`config.mk`:
```
export PLATFORM = sky130hd
export DESIGN_NAME = note_sequencer
export DESIGN_NICKNAME = d
export VERILOG_FILES = /design/src/rtl/note_sequencer_pkg.sv /design/src/rtl/note_sequencer_accumulator.sv /design/src/rtl/note_sequencer.sv
export SDC_FILE = /design/constraint.sdc
export NUM_CORES = 1
export LEC_CHECK = 0
export ABC_AREA = 0
export BUFFER_PORTS_ARGS = -buffer_cell sky130_fd_sc_hd__buf_2
export CORE_AREA = 8 8 121 123
export DETAILED_ROUTE_END_ITERATION = 7
export DIE_AREA = 0 0 129 131
export PLACE_DENSITY = 0.71
export SLEW_MARGIN = 20
export SYNTH_ARGS = -nofsm -noshare
export SYNTH_HDL_FRONTEND = slang
export SYNTH_SLANG_ARGS = --single-unit
```
`constraint.sdc`:
```
create_clock -name clk -period 2.13 [get_ports clk]
set_input_delay 0.426 -clock clk [delete_from_list [all_inputs] [get_ports clk]]
set_output_delay 0.426 -clock clk [all_outputs]
set_load 0.01 [all_outputs]
```
`src/rtl/note_sequencer_pkg.sv`:
```
`default_nettype none
// +----------------------------------------------------------------------+
// | note_sequencer_pkg                                                   |
// | Shared mode encodings and size defaults for the note sequencer.      |
// | Rev 1.0 - initial release                                            |
// +----------------------------------------------------------------------+
package note_sequencer_pkg;

   localparam int NOTE_W_DFLT = 32;
   localparam int ADDR_W_DFLT = 6;
   localparam int NOTE_DEPTH  = 64;

   // Mode encodings double as the sequencer state register values.
   localparam logic [1:0] MODE_IDLE  = 2'd0;
   localparam logic [1:0] MODE_REC   = 2'd1;
   localparam logic [1:0] MODE_PLAY  = 2'd2;
   localparam logic [1:0] MODE_FETCH = 2'd3;

endpackage
`default_nettype wire

```
`src/rtl/note_sequencer_accumulator.sv`:
```
`default_nettype none
// +----------------------------------------------------------------------+
// | note_accumulator                                                     |
// | OR-accumulates the live note word over one beat; clears on tick.     |
// | Rev 1.0 - initial release                                            |
// +----------------------------------------------------------------------+
module note_accumulator
   import note_sequencer_pkg::*;
#(
   parameter int NOTE_W = NOTE_W_DFLT
)
(
   input  logic              clk,
   input  logic              resetn,
   input  logic              clr,
   input  logic              en,
   input  logic              beat,
   input  logic [NOTE_W-1:0] note_in,
   output logic [NOTE_W-1:0] merged
);

   logic [NOTE_W-1:0] r_acc;

   // merged includes the current cycle so the tick-cycle note is not lost.
   assign merged = r_acc | note_in;

   always_ff @(posedge clk) begin
      if (!resetn || clr || beat) begin
         r_acc <= '0;
      end else if (en) begin
         r_acc <= merged;
      end
   end

endmodule
`default_nettype wire

```
`src/rtl/note_sequencer.sv`:
```
`default_nettype none
// +----------------------------------------------------------------------+
// | note_sequencer                                                       |
// | Beat-driven record/playback controller for the note RAM.             |
// | Option: NOTE_SEQ_LOOP_EN makes playback wrap until stop.             |
// | Rev 1.0 - initial release                                            |
// +----------------------------------------------------------------------+
module note_sequencer
   import note_sequencer_pkg::*;
#(
   parameter int ADDR_W = ADDR_W_DFLT,
   parameter int NOTE_W = NOTE_W_DFLT
)
(
   input  logic              clk,
   input  logic              resetn,
   input  logic              tick,
   input  logic              start_rec,
   input  logic              start_play,
   input  logic              stop,
   input  logic [NOTE_W-1:0] note_in,
   output logic [ADDR_W-1:0] mem_addr,
   output logic [NOTE_W-1:0] mem_wdata,
   output logic              mem_we,
   input  logic [NOTE_W-1:0] mem_rdata,
   output logic [NOTE_W-1:0] note_out,
   output logic              note_valid,
   output logic [ADDR_W:0]   rec_len,
   output logic [1:0]        mode
);

`ifdef NOTE_SEQ_LOOP_EN
   localparam bit c_loop_en = 1'b1;
`else
   localparam bit c_loop_en = 1'b0;
`endif

   localparam logic [ADDR_W:0]   c_full      = {1'b1, {ADDR_W{1'b0}}};
   localparam logic [ADDR_W-1:0] c_last_addr = '1;

   logic [1:0]        r_state;
   logic [ADDR_W-1:0] r_wr_ptr;
   logic [ADDR_W-1:0] r_rd_ptr;
   logic [ADDR_W:0]   r_rec_len;
   logic              r_last;
   logic [NOTE_W-1:0] r_note_out;
   logic              r_note_valid;
   logic              r_mem_we;
   logic [ADDR_W-1:0] r_mem_addr;
   logic [NOTE_W-1:0] r_mem_wdata;

   logic              w_in_rec;
   logic              w_acc_clr;
   logic              w_acc_en;
   logic              w_acc_beat;
   logic [NOTE_W-1:0] w_merged;
   logic [ADDR_W:0]   w_rd_inc;
   logic              w_rd_is_last;

   assign w_in_rec   = (r_state == MODE_REC);
   assign w_acc_clr  = ((r_state == MODE_IDLE) && start_rec) || (w_in_rec && stop);
   assign w_acc_en   = w_in_rec && !stop;
   assign w_acc_beat = w_in_rec && !stop && tick;

   assign w_rd_inc     = {1'b0, r_rd_ptr} + (ADDR_W+1)'(1);
   assign w_rd_is_last = (w_rd_inc == r_rec_len);

   note_accumulator #(
      .NOTE_W (NOTE_W)
   ) u_acc (
      .clk     (clk),
      .resetn  (resetn),
      .clr     (w_acc_clr),
      .en      (w_acc_en),
      .beat    (w_acc_beat),
      .note_in (note_in),
      .merged  (w_merged)
   );

   always_ff @(posedge clk) begin
      if (!resetn) begin
         r_state      <= MODE_IDLE;
         r_wr_ptr     <= '0;
         r_rd_ptr     <= '0;
         r_rec_len    <= '0;
         r_last       <= 1'b0;
         r_note_out   <= '0;
         r_note_valid <= 1'b0;
         r_mem_we     <= 1'b0;
         r_mem_addr   <= '0;
         r_mem_wdata  <= '0;
      end else begin
         r_mem_we     <= 1'b0;
         r_note_valid <= 1'b0;
         case (r_state)
            MODE_IDLE: begin
               if (start_rec) begin
                  r_wr_ptr  <= '0;
                  r_rec_len <= '0;
                  r_state   <= MODE_REC;
               end else if (start_play && (r_rec_len != '0)) begin
                  r_rd_ptr <= '0;
                  r_last   <= 1'b0;
                  r_state  <= MODE_PLAY;
               end
            end
            MODE_REC: begin
               if (stop) begin
                  r_state <= MODE_IDLE;
               end else if (tick) begin
                  r_mem_addr  <= r_wr_ptr;
                  r_mem_wdata <= w_merged;
                  r_mem_we    <= 1'b1;
                  r_wr_ptr    <= r_wr_ptr + ADDR_W'(1);
                  if (r_rec_len != c_full) begin
                     r_rec_len <= r_rec_len + (ADDR_W+1)'(1);
                  end
                  if (r_wr_ptr == c_last_addr) begin
                     r_state <= MODE_IDLE;
                  end
               end
            end
            MODE_PLAY: begin
               if (stop) begin
                  r_note_out <= '0;
                  r_state    <= MODE_IDLE;
               end else if (tick) begin
                  // The beat after the final word blanks the output.
                  if (r_last) begin
                     r_note_out <= '0;
                     r_last     <= 1'b0;
                     r_state    <= MODE_IDLE;
                  end else begin
                     r_mem_addr <= r_rd_ptr;
                     r_state    <= MODE_FETCH;
                  end
               end
            end
            MODE_FETCH: begin
               if (stop) begin
                  r_note_out <= '0;
                  r_state    <= MODE_IDLE;
               end else begin
                  r_note_out   <= mem_rdata;
                  r_note_valid <= 1'b1;
                  if (w_rd_is_last && c_loop_en) begin
                     r_rd_ptr <= '0;
                  end else begin
                     r_rd_ptr <= r_rd_ptr + ADDR_W'(1);
                     if (w_rd_is_last) begin
                        r_last <= 1'b1;
                     end
                  end
                  r_state <= MODE_PLAY;
               end
            end
            default: begin
               r_state <= MODE_IDLE;
            end
         endcase
      end
   end

   assign mem_addr   = r_mem_addr;
   assign mem_wdata  = r_mem_wdata;
   assign mem_we     = r_mem_we;
   assign note_out   = r_note_out;
   assign note_valid = r_note_valid;
   assign rec_len    = r_rec_len;
   assign mode       = r_state;

endmodule
`default_nettype wire

```
==> run_results.csv, run 1 <==
group,metric,value,unit
clock_tree,cts_sinks,126,
timing,total_of_endpoints_with_negative_setup_slack_in_the_final_report,0,
die,die_h,131,um
setup_path,critPathMaxStageDelay,0.51,ns
power_and_ir_drop,cellPowerDensity,909,mW/mm2
synth,synth_area_leader_cell,"sky130_fd_sc_hd__dfxtp_1",
die,core,0.0129,mm2
synth,synth_cells,514,
clock_tree,postCtsSetupBuffers,0,
synth,yosys.cell_count.top_type,"sky130_fd_sc_hd__dfxtp_1",
drt,vias_per_cell,5.16,
drt,ant_nets,0,
clock_tree,cts_max_level,4,
drt,drt_drc_violations_left,0,
setup_path,worst_ep_arrival_time,2.12,ns
layout,diodes,0,
setup_path,critical_path_maximum_fanout,12,
synth,post_synth_xor_area_fraction,2.65,%
global_route,pin_count_of_the_biggest_net_entering_global_routing,65,
clock_tree,clockBufferDepth,2,
timing,worst_slew_pin_slew,0.392,ns
power_and_ir_drop,power.ir.vdd_worst,0.652,mV
layout,finish.net_count,732,
timing,hold_violations,0,
die,die_w,129,um
hold_path,worst_hold_path.num_cells,3,
timing,holdWs,0.259,ns
synth,synth.yosys.seq_area_share,51.0,%
clock_tree,numCtsBuffers,17,
synth,synth_compound_gate_area_share,20.3,%
drt,detail_route.iter0.violations,207,
clock_tree,clkSlewWorstSetupHoldPaths,0.05,ns
synth,mean_cell_area_of_the_mapped_netlist,9.63,um2
placement,globalplace.congestion,0.882,
drt,num_vias,4371,
global_route,globalRouteOverflowTotal,0,
timing,rsz0062_at_grt,"false",
setup_path,crit_path_end_kind,"register",
placement,post-dp-hpwl,9190,um
setup_path,buffers_inverters_on_critical_path,0,
synth,synthesis.nets,588,
setup_path,crit_path_cell_trace,"nand3b_1 -> a21oi_2 -> nand4_1 -> or3_1 -> a21oi_1",
clock_tree,source_to_sink_clock_delay_at_the_later_pin_of_the_worst_skew_pair,0.41,ns
timing,fin_setup_tns,0,ns
clock_tree,ctsResizeCount,0,
timing,crit_path_time_final,1.79,ns
synth,synth_top_cells_by_area,"sky130_fd_sc_hd__dfxtp_1, sky130_fd_sc_hd__o311a_1, sky130_fd_sc_hd__a22oi_1, sky130_fd_sc_hd__nor2b_1, sky130_fd_sc_hd__nand2b_1",
die,io_pins,151,
timing,slew_violations,0,
setup_path,cp-start-kind,"register",
setup_path,worstRegToRegCells,5,
setup_path,timing.setup.critical_path_class,"reg2reg",
setup_path,cp.required,2.46,ns
clock_tree,postCtsHoldBufs,0,
drt,drt_wl_total,12800,um
synth,synthMuxAreaShare,1.42,%
timing,final.setup_skew,0.00549,ns
global_route,grt_pass1_vias,4258,
synth,synthesis_stage_register_bit_count,126,
hold_path,holdCritPathClass,"in2reg",
timing,worst_slew_margin_rel,73.8,%
synth,syn_area,0.00495,mm2
synth,synth-main-ff-cell,"sky130_fd_sc_hd__dfxtp_1",
power_and_ir_drop,p_leak,2.96,nW
layout,nFillCells,1199,
die,initial_utilization,38.4,%
synth,synth_largest_type_area_fraction,51.0,%
global_route,antenna_found_initial,0,
synth,synth_enable_flop_cells,0,
layout,area_growth,31.7,%
setup_path,cp_slowest_cell,"sky130_fd_sc_hd__dfxtp_1",
die,fp-row-count,42,
drt,wire_per_inst,15.1,um
timing,timing.final.crit_share,84.1,%
global_route,grt_first_pass_wirelength,20500,um
run_status,run_status,"finished clean",
synth,yosys_warnings,0,
synth,synth_top_family_by_area,"compound AO/OA/AOI/OAI gates",
timing,fmax,0.558,GHz
synth,synthAdderAreaFrac,1.01,%
setup_path,cp_num_cells,5,
clock_tree,tritoncts_clock_tree,"built",
synth,synth-async-reset-ratio,0,%
global_route,gr-usage-all-layers,15.3,%
run,maxCapViolations,0,
placement,numPortBuffers,150,
drt,drtPass1Iterations,4,
synth,top_post_synthesis_cells_by_count,"sky130_fd_sc_hd__dfxtp_1, sky130_fd_sc_hd__nor2_1, sky130_fd_sc_hd__a21oi_1",
synth,yosysUniqueCellTypes,47,
synth,synth_simple_gate_area_share,20.1,%
clock_tree,cts_root_buffer,"sky130_fd_sc_hd__clkbuf_16",
layout,fraction_of_final_layout_cells_with_drive_strength_greater_than_1,30.1,%
die,die_area,0.0169,mm2
setup_path,family_of_cells_with_the_greatest_summed_delay_on_the_critical_path,"simple AND/OR/NAND/NOR gates",
## power breakdown
group | switching [mW] | total [mW] | internal, mW
registers | 0.0326 | 2.44 | 2.41
logic | 0.206 | 0.378 | 0.172
clock network | 1.02 | 3.10 | 2.08
total | 1.26 | 5.92 | 4.66
## layer usage
layer  GRT usage [%]  part of all wire, %
met5               0                    0
met4            6.98                  1.8
met3            6.49                  9.6
met2            25.0                   47
met1            16.9                   42
## cell usage in the layout (no fill, tap or decap), types with 11 or more instances in the layout
| cell | instances |
|---|---|
| sky130_fd_sc_hd__a21oi_1 | 39 |
| sky130_fd_sc_hd__a22oi_1 | 33 |
| sky130_fd_sc_hd__buf_2 | 150 |
| sky130_fd_sc_hd__clkbuf_16 | 17 |
| sky130_fd_sc_hd__dfxtp_1 | 126 |
| sky130_fd_sc_hd__nand2_1 | 24 |
| sky130_fd_sc_hd__nand2b_1 | 36 |
| sky130_fd_sc_hd__nor2_1 | 52 |
| sky130_fd_sc_hd__nor2b_1 | 37 |
| sky130_fd_sc_hd__o311a_1 | 32 |
| sky130_fd_sc_hd__xor2_1 | 11 |
## sequential cells by signal (all words and copies together), names as in the netlist, 2 cells and up
| name | flops |
|---|---|
| mem_wdata | 32 |
| note_out | 32 |
| u_acc.r_acc | 32 |
| rec_len | 7 |
| mem_addr | 6 |
| r_rd_ptr | 6 |
| r_wr_ptr | 6 |
| mode | 2 |
## final timing paths
kind	start	to	slack, ns
setup / recovery	mode[0]	rec_len[6]	0.34
hold / removal	note_in[8]	u_acc.r_acc[8]	0.26
setup reg to reg	mode[0]	rec_len[6]	0.34
hold reg to reg	u_acc.r_acc[4]	u_acc.r_acc[4]	0.46
## logic make-up after synthesis
family | count (synthesis)
flip-flops | 126
adder cells (fa/ha/maj) | 4
XOR/XNOR | 15
multiplexers | 7
buffers and inverters | 40
AND/OR/NAND/NOR | 186
AO/OA/AOI/OAI | 136
## worst min-delay path, cell delays in order
cell                      delay, ns
sky130_fd_sc_hd__buf_2         0.09
sky130_fd_sc_hd__a21oi_1       0.05
sky130_fd_sc_hd__nor2_1        0.07
## metrics by stage
step | setup slack, ns | util (%) | instance area (um2) | cells | total power, mW
after floorplan | 0.527 | - | 4950 | 514 | 2.71
after global placement | 0.253 | 45.6 | 5870 | 815 | 2.86
after detailed placement | 0.207 | 45.6 | 5870 | 815 | 2.87
after CTS | 0.336 | 50.6 | 6520 | 847 | 5.98
after global routing | 0.165 | 50.6 | 6520 | 847 | 6.12
final | 0.339 | 50.6 | 6520 | 847 | 5.92
## layout make-up
cell class	count	area, um2	area share, %
clock buffer	22	484	7.43
sequential	126	2520	38.7
clock inverter	10	159	2.44
multi-input combinational	348	2250	34.6
timing repair buffer	162	866	13.3
inverter	3	11.3	0.173
tap	176	220	3.38
Power figures use the tool's default switching activity.
==> inputs of run 2 (changes only) <==
--- a/config.mk
+++ b/config.mk
@@ -10,7 +10,7 @@
 export CORE_AREA = 8 8 121 123
 export DETAILED_ROUTE_END_ITERATION = 7
 export DIE_AREA = 0 0 129 131
-export PLACE_DENSITY = 0.71
+export PLACE_DENSITY = 0.73
 export SLEW_MARGIN = 20
 export SYNTH_ARGS = -nofsm -noshare
 export SYNTH_HDL_FRONTEND = slang
==> constraint.sdc (replaced) <==
create_clock -name clk -period 1.45 [get_ports clk]
set_input_delay 0.29 -clock clk [delete_from_list [all_inputs] [get_ports clk]]
set_output_delay 0.29 -clock clk [all_outputs]
set_load 0.01 [all_outputs]
==> run_results.csv, run 2 (same netlist as run 1, synthesis figures left out) <==
group,metric,value,unit
die,fp-row-count,42,
setup_path,critical_path_maximum_fanout,6,
clock_tree,source_to_sink_clock_delay_at_the_later_pin_of_the_worst_skew_pair,0.41,ns
layout,area_growth,40.7,%
timing,rsz0062_at_grt,"true",
clock_tree,numCtsBuffers,17,
drt,drt_drc_violations_left,0,
layout,post-route-util,54.1,%
layout,nFillCells,1137,
die,die_area,0.0169,mm2
clock_tree,clkSlewWorstSetupHoldPaths,0.06,ns
drt,detail_route.iter0.violations,281,
placement,globalplace.congestion,0.863,
setup_path,cp-start-kind,"register",
power_and_ir_drop,power.ir.vdd_worst,0.910,mV
clock_tree,cts_root_buffer,"sky130_fd_sc_hd__clkbuf_16",
timing,final_critical_path_setup_slack,-0.109,ns
clock_tree,tritoncts_clock_tree,"built",
setup_path,critPathMaxStageDelay,0.53,ns
run,maxCapViolations,0,
global_route,gr-usage-all-layers,15.3,%
power_and_ir_drop,p_leak,3.20,nW
drt,drt_wl_total,13800,um
global_route,globalRouteOverflowTotal,0,
power_and_ir_drop,cellPowerDensity,1250,mW/mm2
layout,mostFrequentLayoutCells,"sky130_fd_sc_hd__buf_2, sky130_fd_sc_hd__dfxtp_1, sky130_fd_sc_hd__nor2_1, sky130_fd_sc_hd__a21oi_1, sky130_fd_sc_hd__nor2b_1",
layout,diodes,0,
layout,fraction_of_final_layout_cells_with_drive_strength_greater_than_1,35.8,%
die,die_h,131,um
die,die_w,129,um
global_route,grt_first_pass_wirelength,20800,um
drt,ant_nets,0,
setup_path,cp_slowest_cell,"sky130_fd_sc_hd__or4b_4",
drt,drtPass1Iterations,5,
clock_tree,cts_sinks,126,
die,core,0.0129,mm2
global_route,pin_count_of_the_biggest_net_entering_global_routing,65,
placement,numPortBuffers,150,
drt,num_vias,4446,
global_route,grt_pass1_vias,4410,
layout,most_common_cell_after_layout_fill_and_taps_aside,"sky130_fd_sc_hd__buf_2",
placement,post-dp-hpwl,9450,um
setup_path,crit_path_cell_trace,"or4b_4 -> a31oi_4 -> nor2_4 -> o2bb2ai_1 -> and2_1",
timing,timing.final.crit_share,108,%
timing,final.setup_skew,0.00783,ns
hold_path,worst_hold_path.num_cells,3,
run_status,violated_checks,"setup timing",
hold_path,holdCritPathClass,"in2reg",
timing,worst_slew_pin_slew,0.337,ns
setup_path,cp.required,1.75,ns
timing,worst_slew_margin_rel,77.5,%
clock_tree,clockBufferDepth,2,
setup_path,timing.setup.critical_path_class,"reg2reg",
timing,total_of_endpoints_with_negative_setup_slack_in_the_final_report,23,
timing,slew_violations,0,
setup_path,crit_path_end_kind,"register",
global_route,antenna_found_initial,0,
die,initial_utilization,38.4,%
clock_tree,postCtsHoldBufs,0,
run_status,run_status,"complete, but fails checks",
timing,fmax,0.641,GHz
timing,fin_setup_tns,-0.686,ns
timing,hold_violations,0,
layout,finish.net_count,767,
drt,wire_per_inst,15.6,um
setup_path,worst_ep_arrival_time,1.86,ns
timing,crit_path_time_final,1.56,ns
drt,vias_per_cell,5.04,
clock_tree,cts_max_level,4,
die,io_pins,151,
setup_path,worstRegToRegCells,5,
==> run 2: changes by cell type in the layout (fill, tap and decap cells not counted), sizes merged <==
cell	change
inv	+2
clkinv	+2
buf	+32
clkbuf	-1
==> run 2: final cells by class <==
type                            instances  area [um2]  share of cell area, %
Sequential cell                       126        2530                   36.3
Multi-Input combinational cell        348        2340                   33.6
Timing Repair Buffer                  197        1240                   17.8
Clock buffer                           18         439                   6.31
Tap cell                              176         220                   3.16
Clock inverter                         14         190                   2.73
Inverter                                3        11.3                  0.162
==> run 2: worst paths after layout <==
kind                  startpoint              to  slack [ns]
hold / removal        note_in[8]  u_acc.r_acc[8]        0.12
setup / recovery         mode[0]     r_rd_ptr[3]       -0.11
setup reg to reg         mode[0]     r_rd_ptr[3]       -0.11
hold reg to reg   u_acc.r_acc[3]  u_acc.r_acc[3]        0.47
==> run 2: per-stage QoR <==
stage | cell area [um2] | hold WS (ns) | std cells | worst slack, ns | total power [mW]
2_1_floorplan | 4960 | 0.428 | 514 | -0.0835 | 3.98
3_3_place_gp | 6120 | 0.447 | 843 | -0.195 | 4.23
3_5_place_dp | 6120 | 0.456 | 843 | -0.269 | 4.26
4_1_cts | 6790 | 0.101 | 875 | -0.104 | 8.78
5_1_grt | 6960 | 0.120 | 882 | -0.186 | 9.04
6_report | 6960 | 0.119 | 882 | -0.109 | 8.73
==> run 2: layer usage <==
metal | vias up | GRT usage [%] | wire length [um] | share of wire (%)
met5 | - | 0 | 0 | 0
met4 | 0 | 6.01 | 284 | 2.1
met3 | 25 | 6.37 | 1110 | 8.1
met2 | 134 | 25.2 | 6670 | 48
met1 | 2089 | 17.4 | 5690 | 41
li1 | 2198 | - | - | -
==> run 2: critical path: cells and delay by family, from the launching register on <==
kind	cells	cell delay [ns]
flops	1	0.34
compound gates	2	0.35
simple gates	3	0.76
==> run 2: timing repair <==
action | in CTS | in global routing
resized for setup | 9 | 21
endpoints found under the hold margin | 0 | 0
pin swaps | 5 | 8
gates cloned | 0 | 4
setup endpoints to repair | 82 | 116
buffers inserted | 0 | 3
==> run 2: report_power, final <==
part	leakage (nW)	switching (mW)	internal [mW]
Combinational	1.88	0.340	0.315
Clock	0.306	1.56	2.92
Sequential	1.02	0.0412	3.54
